[config.mk]
export PLATFORM = sky130hd
export DESIGN_NAME = glitch_sequencer
export DESIGN_NICKNAME = d
export VERILOG_FILES = /design/src/rtl/glitch_pkg.sv /design/src/rtl/glitch_lfsr.sv /design/src/rtl/glitch_sequencer.sv
export SDC_FILE = /design/constraint.sdc
export NUM_CORES = 1
export LEC_CHECK = 0
export CAP_MARGIN = 0
export CORE_ASPECT_RATIO = 0.5
export CORE_MARGIN = 4
export CORE_UTILIZATION = 49
export CTS_CLUSTER_SIZE = 12
export DETAILED_ROUTE_END_ITERATION = 12
export GPL_TIMING_DRIVEN = 0
export PLACE_DENSITY = 0.77
export SYNTH_ARGS = -nofsm -noshare
export SYNTH_HDL_FRONTEND = slang
export SYNTH_HIERARCHICAL = 1
export SYNTH_SLANG_ARGS = --single-unit
[constraint.sdc]
create_clock -name clk -period 4.35 [get_ports clk]
set_input_delay 1.305 -clock clk [delete_from_list [all_inputs] [get_ports clk]]
set_output_delay 1.305 -clock clk [all_outputs]
set_load 0.02 [all_outputs]
[src/rtl/glitch_pkg.sv]
// Shared constants for the glitch sequencer: FSM state encodings and the
// jitter LFSR seed/taps.
package glitch_pkg;

  typedef logic [2:0] state_t;

  localparam state_t ST_IDLE   = 3'd0;
  localparam state_t ST_ARMED  = 3'd1;
  localparam state_t ST_DELAY  = 3'd2;
  localparam state_t ST_GLITCH = 3'd3;
  localparam state_t ST_GAP    = 3'd4;

  // Jitter offset width: offsets span 0..15 cycles.
  localparam int JIT_W = 4;

  // Galois form of x^16 + x^14 + x^13 + x^11 + 1 (maximal length).
  localparam logic [15:0] LFSR_SEED = 16'hACE1;
  localparam logic [15:0] LFSR_TAPS = 16'hB400;

endpackage

[src/rtl/glitch_lfsr.sv]
// Free-running 16-bit maximal LFSR that supplies the timing jitter offset.
// Only instantiated when GLITCH_JITTER_EN is defined.
module glitch_lfsr
  import glitch_pkg::*;
(
  input  logic             clk,
  input  logic             rst,
  output logic [JIT_W-1:0] jitter
);

  logic [15:0] lfsr_reg;

  always_ff @(posedge clk or posedge rst) begin
    if (rst) begin
      lfsr_reg <= LFSR_SEED;
    end else begin
      lfsr_reg <= {1'b0, lfsr_reg[15:1]} ^ (lfsr_reg[0] ? LFSR_TAPS : 16'h0000);
    end
  end

  assign jitter = lfsr_reg[JIT_W-1:0];

endmodule

[src/rtl/glitch_sequencer.sv]
// Power-glitch sequencer: after arm and a trigger rising edge, drops power for
// a programmed width, repeat times, separated by gaps. Optional GLITCH_JITTER_EN.
module glitch_sequencer
  import glitch_pkg::*;
#(
  parameter int DLY_W = 27,
  parameter int WID_W = 20,
  parameter int REP_W = 8
) (
  input  logic             clk,
  input  logic             rst,
  input  logic             arm,
  input  logic             trigger,
  input  logic             abort,
  input  logic [DLY_W-1:0] cfg_delay,
  input  logic [WID_W-1:0] cfg_width,
  input  logic [DLY_W-1:0] cfg_gap,
  input  logic [REP_W-1:0] cfg_repeat,
  output logic             power,
  output logic             busy,
  output logic             done,
  output logic [REP_W-1:0] glitch_cnt
);

  // One shared down-counter times delay, glitch and gap phases.
  localparam int CNT_W = (DLY_W > WID_W) ? DLY_W : WID_W;

  state_t             state_reg, state_next;
  logic [CNT_W-1:0]   cnt_reg, cnt_next;
  logic [DLY_W-1:0]   dly_reg, gap_reg;
  logic [WID_W-1:0]   wid_reg;
  logic [REP_W-1:0]   rep_reg;
  logic [REP_W-1:0]   glitch_cnt_reg;
  logic               trig_prev_reg;
  logic               power_reg;
  logic               done_reg, done_next;
  logic               load_cfg, cnt_clr, cnt_inc;

  logic               trig_edge;
  logic [JIT_W-1:0]   jit;
  logic [CNT_W-1:0]   wid_eff, delay_eff, gap_eff;
  logic [CNT_W:0]     delay_sum, gap_sum;
  logic [REP_W-1:0]   rep_eff;
  logic               last_glitch;

`ifdef GLITCH_JITTER_EN
  glitch_lfsr u_lfsr (
    .clk    (clk),
    .rst    (rst),
    .jitter (jit)
  );
`else
  assign jit = '0;
`endif

  assign trig_edge = trigger & ~trig_prev_reg;

  // Zero widths/gaps/repeats behave as one; jitter sums clamp instead of wrapping.
  assign wid_eff   = (wid_reg == '0) ? CNT_W'(1) : CNT_W'(wid_reg);
  assign delay_sum = (CNT_W+1)'(dly_reg) + (CNT_W+1)'(jit);
  assign gap_sum   = ((gap_reg == '0) ? (CNT_W+1)'(1) : (CNT_W+1)'(gap_reg)) + (CNT_W+1)'(jit);
  assign delay_eff = delay_sum[CNT_W] ? '1 : delay_sum[CNT_W-1:0];
  assign gap_eff   = gap_sum[CNT_W] ? '1 : gap_sum[CNT_W-1:0];
  assign rep_eff   = (rep_reg == '0) ? REP_W'(1) : rep_reg;
  assign last_glitch = (glitch_cnt_reg >= rep_eff);

  always_comb begin
    state_next = state_reg;
    cnt_next   = cnt_reg;
    load_cfg   = 1'b0;
    cnt_clr    = 1'b0;
    cnt_inc    = 1'b0;
    done_next  = 1'b0;
    if (abort) begin
      state_next = ST_IDLE;
    end else begin
      case (state_reg)
        ST_IDLE: begin
          if (arm) begin
            state_next = ST_ARMED;
            load_cfg   = 1'b1;
            cnt_clr    = 1'b1;
          end
        end
        ST_ARMED: begin
          if (trig_edge) begin
            if (delay_eff == '0) begin
              state_next = ST_GLITCH;
              cnt_next   = wid_eff;
              cnt_inc    = 1'b1;
            end else begin
              state_next = ST_DELAY;
              cnt_next   = delay_eff;
            end
          end
        end
        ST_DELAY, ST_GAP: begin
          if (cnt_reg <= CNT_W'(1)) begin
            state_next = ST_GLITCH;
            cnt_next   = wid_eff;
            cnt_inc    = 1'b1;
          end else begin
            cnt_next = cnt_reg - CNT_W'(1);
          end
        end
        ST_GLITCH: begin
          if (cnt_reg <= CNT_W'(1)) begin
            if (last_glitch) begin
              state_next = ST_IDLE;
              done_next  = 1'b1;
            end else begin
              state_next = ST_GAP;
              cnt_next   = gap_eff;
            end
          end else begin
            cnt_next = cnt_reg - CNT_W'(1);
          end
        end
        default: state_next = ST_IDLE;
      endcase
    end
  end

  always_ff @(posedge clk or posedge rst) begin
    if (rst) begin
      state_reg      <= ST_IDLE;
      cnt_reg        <= '0;
      dly_reg        <= '0;
      wid_reg        <= '0;
      gap_reg        <= '0;
      rep_reg        <= '0;
      glitch_cnt_reg <= '0;
      trig_prev_reg  <= 1'b0;
      power_reg      <= 1'b1;
      done_reg       <= 1'b0;
    end else begin
      state_reg     <= state_next;
      cnt_reg       <= cnt_next;
      trig_prev_reg <= trigger;
      // Power is registered from the next state so the target supply never sees decode hazards.
      power_reg     <= (state_next != ST_GLITCH);
      done_reg      <= done_next;
      if (load_cfg) begin
        dly_reg <= cfg_delay;
        wid_reg <= cfg_width;
        gap_reg <= cfg_gap;
        rep_reg <= cfg_repeat;
      end
      if (cnt_clr) begin
        glitch_cnt_reg <= '0;
      end else if (cnt_inc) begin
        glitch_cnt_reg <= glitch_cnt_reg + REP_W'(1);
      end
    end
  end

  assign power      = power_reg;
  assign busy       = (state_reg != ST_IDLE);
  assign done       = done_reg;
  assign glitch_cnt = glitch_cnt_reg;

endmodule

# Yosys cells after proc, flatten, opt, wreduce, memory -nomap -nowiden
# Index checks and enable logic that the tools add are counted.
[classes]
addsub = 2
order_cmp = 2
eq_ne = 7
n_mux = 32
bitwise = 3
reduce_logical = 10
[ops]
columns = ["op", "n"]
rows = [
  ["27-bit two-way mux", 7],
  ["27-bit case mux with 3 select lines", 1],
  ["27-bit zero test", 2],
  ["27-bit by 1-bit <= comparator with 1-bit output, second input constant", 1],
  ["27-bit by 1-bit subtractor with 27-bit output, second input constant", 1],
  ["8-bit two-way mux", 3],
  ["20-bit zero test", 1],
  ["20-bit two-way mux", 1],
  ["3-bit two-way mux", 6],
  ["1-bit two-way mux", 12],
  ["3-bit case mux with 4 select lines", 1],
  ["8-bit by 1-bit adder with 8-bit output, second input constant", 1],
  ["8-bit >= comparator", 1],
  ["8-bit zero test", 1],
  ["3-bit by 2-bit equality test with 1-bit output, second input constant", 2],
  ["3-bit nonzero test", 2],
  ["4-bit AND reduction", 1],
  ["3-bit by 1-bit equality test with 1-bit output, second input constant", 1],
  ["3-bit equality test, second input constant", 1],
  ["3-bit zero test", 1],
  ["3-bit by 2-bit != test with 1-bit output, second input constant", 1],
  ["3-bit != test, second input constant", 1],
  ["2-bit != test, second input constant", 1],
  ["1-bit inverter", 2],
  ["4 further kinds", 4],
]
[word_totals]
register_bits = 123
input_bits = 87
out_inout_bits = 11
word_cells = 66

# Depth between registers and ports, before layout
[depth]
ltp_word = 8
ltp_mapped = 10
depth_no_buf = 9

# Least setup slack after synthesis
# Ideal clock, no wire load.
[synth_timing]
kind = "input port to flip-flop"
startpoint = "in arm"
endpoint = "reg dly_reg[13]"
setup_ps = 125
arrival_ps = 2815
required_time_ps = 4225
slack_ps = 1410
path_stages = 6
n_path_buf = 2
cell_sequence = "nor2b_1 > nand2_1 > nor2_1 > clkbuf_1 > clkbuf_1 > mux2_2"
[synth_via]
elab_chain_cells = 3
[synth_lines]
columns = ["element", "line_no", "rtl"]
rows = [
  ["start: declaration", "glitch_sequencer.sv:12", "input logic arm,"],
  ["1-bit two-way mux", "glitch_sequencer.sv:79", "if (arm) begin"],
  ["1-bit two-way mux", "glitch_sequencer.sv:77", "case (state_reg)"],
  ["1-bit two-way mux", "glitch_sequencer.sv:74", "if (abort) begin"],
  ["end signal: assignment", "glitch_sequencer.sv:144", "dly_reg <= cfg_delay;"],
  ["end: declaration", "glitch_sequencer.sv:30", "logic [DLY_W-1:0] dly_reg, gap_reg;"],
]
# Every way passes these cells.
# A chain may end at the register's enable or synchronous reset.

# Final worst setup path
[layout_timing]
startpoint = "reg rep_reg[3]"
endpoint = "reg cnt_reg[21]"
[layout_via]
elab_chain_cells = 5
[layout_lines]
columns = ["element", "line_no", "rtl"]
rows = [
  ["start: declaration", "glitch_sequencer.sv:32", "logic [REP_W-1:0] rep_reg;"],
  ["start signal: assignment", "glitch_sequencer.sv:147", "rep_reg <= cfg_repeat;"],
  ["8-bit zero test", "glitch_sequencer.sv:64", "assign rep_eff = (rep_reg == '0) ? REP_W'(1) : rep_reg;"],
  ["8-bit two-way mux (*)", "glitch_sequencer.sv:64", ""],
  ["8-bit >= comparator (*)", "glitch_sequencer.sv:65", "assign last_glitch = (glitch_cnt_reg >= rep_eff);"],
  ["3-bit != test (no source line) (*)", "-", ""],
  ["4-bit AND reduction (no source line) (*)", "-", ""],
  ["end signal: assignment", "glitch_sequencer.sv:138", "cnt_reg <= cnt_next;"],
  ["end: declaration", "glitch_sequencer.sv:29", "logic [CNT_W-1:0] cnt_reg, cnt_next;"],
]
# Every way passes the cells marked *; elsewhere a longest branch is shown, timed or not.

==> flow_summary_export.csv <==
group,metric,value,unit
flow_run,max_cap_violations,0,
detailed_routing,drt_iter0_drc,640,
grt,grt_use_total,26.7,%
clocking,root_buffer,"clkbuf_16",
power,vdd_drop_max,0.287,mV
finish,final_core_util,65.0,%
floorplan,start_util,50.2,%
detailed_routing,avgViaCountPerCell,6.31,
grt,grt_max_degree,41,
clocking,clk_path_buf_depth,2,
logic_synthesis,synth_area,6380,sq um
min_path,hold_class,"flop to flop",
floorplan,die_w,169,microns
finish,drive_gt1_share,19.3,%
clocking,cts_buffers,17,
detailed_routing,drtPass1Iterations,6,
min_path,min_to,"cnt_reg[13]$_DFFE_PP0P_",
timing,layout_setup_ws,0.451,ns
clocking,clkTransAtPathRegs,0.06,ns
placement,gp_congestion,0.988,
floorplan,core_area,12700,sq um
clocking,hold_buffers,0,
timing,setup_viol,0,
logic_synthesis,synth.distinct_cells,69,
timing,min_period,3.90,ns
timing,worst_slew_pin_slew,1.01,ns
worst_setup_path,worst-path-max-fanout,10,
clocking,post_cts_buffers,0,
grt,grt_pass1_wl,30.6,mm
placement,place_ws,0.193,ns
logic_synthesis,ys_top_cells_by_area,"dfrtp_1, mux2_2, nor4_1",
placement,dp.final_hpwl,14.6,mm
finish,final_area,8260,sq um
placement,post_dp_cell_area,7630,sq um
timing,finalSetupTns,0,ns
worst_setup_path,rr_worst_depth,10,
finish,layout_commonest_cell,"dfrtp_1",
worst_setup_path,cp-end-kind,"flop",
clocking,clk_latency,0.42,ns
grt,antenna_found_initial,0,
min_path,min_from,"cnt_reg[13]$_DFFE_PP0P_",
grt,first_global_vias,5496,
worst_setup_path,worst-setup-path-type,"flop to flop",
finish,mostFrequentLayoutCells,"dfrtp_1, clkdlybuf4s50_1, mux2_2, nor2_1, o21ai_0",
worst_setup_path,cp_data_required_time,4.64,ns
timing,slew_headroom,32.4,%
timing,rsz0062_at_grt,"false",
power,powerDensity,539,nW/um^2
logic_synthesis,netlist.top_cell.by_area,"dfrtp_1",
timing,skew,0.00968,ns
grt,grt-ovfl-total,0,
floorplan,fp.dieH,88.7,microns
floorplan,num_rows,29,
worst_setup_path,cp-start-kind,"flop",
floorplan,die_area,15000,sq um
detailed_routing,remaining_drc_errors,0,
finish,diodes,0,
timing,period_share,89.6,%
logic_synthesis,synth_flop_cell,"dfrtp_1",
min_path,hold_depth,1,
logic_synthesis,synthArstFlopShare,100,%
clocking,htreeDepth,4,
finish,nets,807,
floorplan,io_pins,98,
detailed_routing,drt_wl_total,19.5,mm
logic_synthesis,yosysSeqAreaShare,48.3,%
clocking,cts_tree,"built",
logic_synthesis,avgSynthCellArea,10.8,sq um
worst_setup_path,worst_r2r_endpoint,"cnt_reg[21]$_DFFE_PP0P_",
finish,fillers,1030,
logic_synthesis,synth_edf_count,0,
power,finalPower,4.45,mW
timing,drv_slew,0,
logic_synthesis,synth_top_area_share,47.9,%
logic_synthesis,ys_seq_elements,123,
timing,max_freq,0.256,GHz
worst_setup_path,worst_ep_arrival_time,4.19,ns
logic_synthesis,syn_inst,590,
finish,syn_to_final_growth,29.5,%
logic_synthesis,ys_warn_count,6,
detailed_routing,ant_nets,0,
timing,finalHoldViolCount,0,
worst_setup_path,r2r_slack,0.45,ns
power,p_leak,3.27,nW
clocking,cts_sinks,123,
detailed_routing,vias,5629,
clocking,cts_resized,0,
logic_synthesis,synth_nets,688,
worst_setup_path,timing.rr.start,"rep_reg[3]$_DFFE_PP0P_",
detailed_routing,wl_per_cell,21.9,microns
placement,port-buffer-count,97,
outcome,run_status,"finished clean",
area by class of cell:
type,count,area (sq um),share of cell area [%]
clock inverter,12,160,1.94
timing repair buffer,100,1040,12.6
multi-input combinational,416,3080,37.3
clock buffer,20,467,5.65
inverter,18,71.3,0.864
tap,170,213,2.58
buffer,33,149,1.80
sequential,123,3080,37.3
kinds of logic after synthesis:
group	Yosys count	share of synthesized area [%]
AND/OR/NAND/NOR	173	14.9
AO/OA/AOI/OAI	150	17.0
flip-flops	123	48.3
multiplexers	77	13.6
buffers and inverters	51	3.39
adder cells (fa/ha/maj)	11	2.16
XOR/XNOR	5	0.687
cells in the mapped netlist (3+ instances only):
cell type,instances
mux2_2,76
clkbuf_1,25
nand3_1,5
nor2_1,37
nand4_1,4
o2bb2ai_1,17
or4_1,3
o41ai_1,3
nand2_1,30
a221oi_1,18
a21oi_1,25
o21ai_0,34
and2_1,4
nor3_1,23
a31oi_1,6
a211oi_1,4
nand2b_1,3
or2_2,4
ha_1,11
buf_2,4
o22ai_1,3
a32o_1,3
o31ai_1,3
or3_1,11
a22o_1,7
xor2_1,4
dfrtp_1,122
nor4_1,28
and3_1,3
a22oi_1,6
and4_1,3
inv_1,17
nor2b_1,4
metal layers:
metal	vias up	global-route usage, %	wire length [microns]
met5	-	0	0
met4	0	6.28	269
met3	27	10.0	2410
met2	323	38.7	8250
met1	2782	38.3	8560
li1	2497	-	-
power by group:
part,internal [mW],total [mW],switching (mW)
logic,0.533,1.03,0.494
clock network,0.953,1.50,0.546
registers,1.49,1.92,0.428
worst max-delay path by stage:
| stage | cells after the start | to | startpoint |
|---|---|---|---|
| after floorplan | 6 | dly_reg[13]$_DFFE_PP0P_ | arm |
| after global placement | 7 | dly_reg[4]$_DFFE_PP0P_ | arm |
| after detailed placement | 7 | dly_reg[6]$_DFFE_PP0P_ | arm |
| after CTS | 7 | dly_reg[6]$_DFFE_PP0P_ | arm |
| after global routing | 10 | cnt_reg[19]$_DFFE_PP0P_ | rep_reg[3]$_DFFE_PP0P_ |
| final | 10 | cnt_reg[21]$_DFFE_PP0P_ | rep_reg[3]$_DFFE_PP0P_ |
metrics by stage:
stage	std cells	hold slack, ns
2_1_floorplan	590	0.448
3_3_place_gp	857	0.467
3_5_place_dp	860	0.467
4_1_cts	892	0.484
5_1_grt	892	0.496
6_report	892	0.492
critical path, cell delays in order (launching register included):
cell and delay (ns):
dfrtp_1 0.38, nor4_1 0.37, a41o_1 0.23, ha_1 0.22, nand2b_1 0.14, a2111o_1 0.43
a31o_2 0.28, a221oi_1 0.84, clkbuf_1 0.52, o21ai_0 0.19, o2bb2ai_1 0.16
Power figures use the tool's default switching activity.
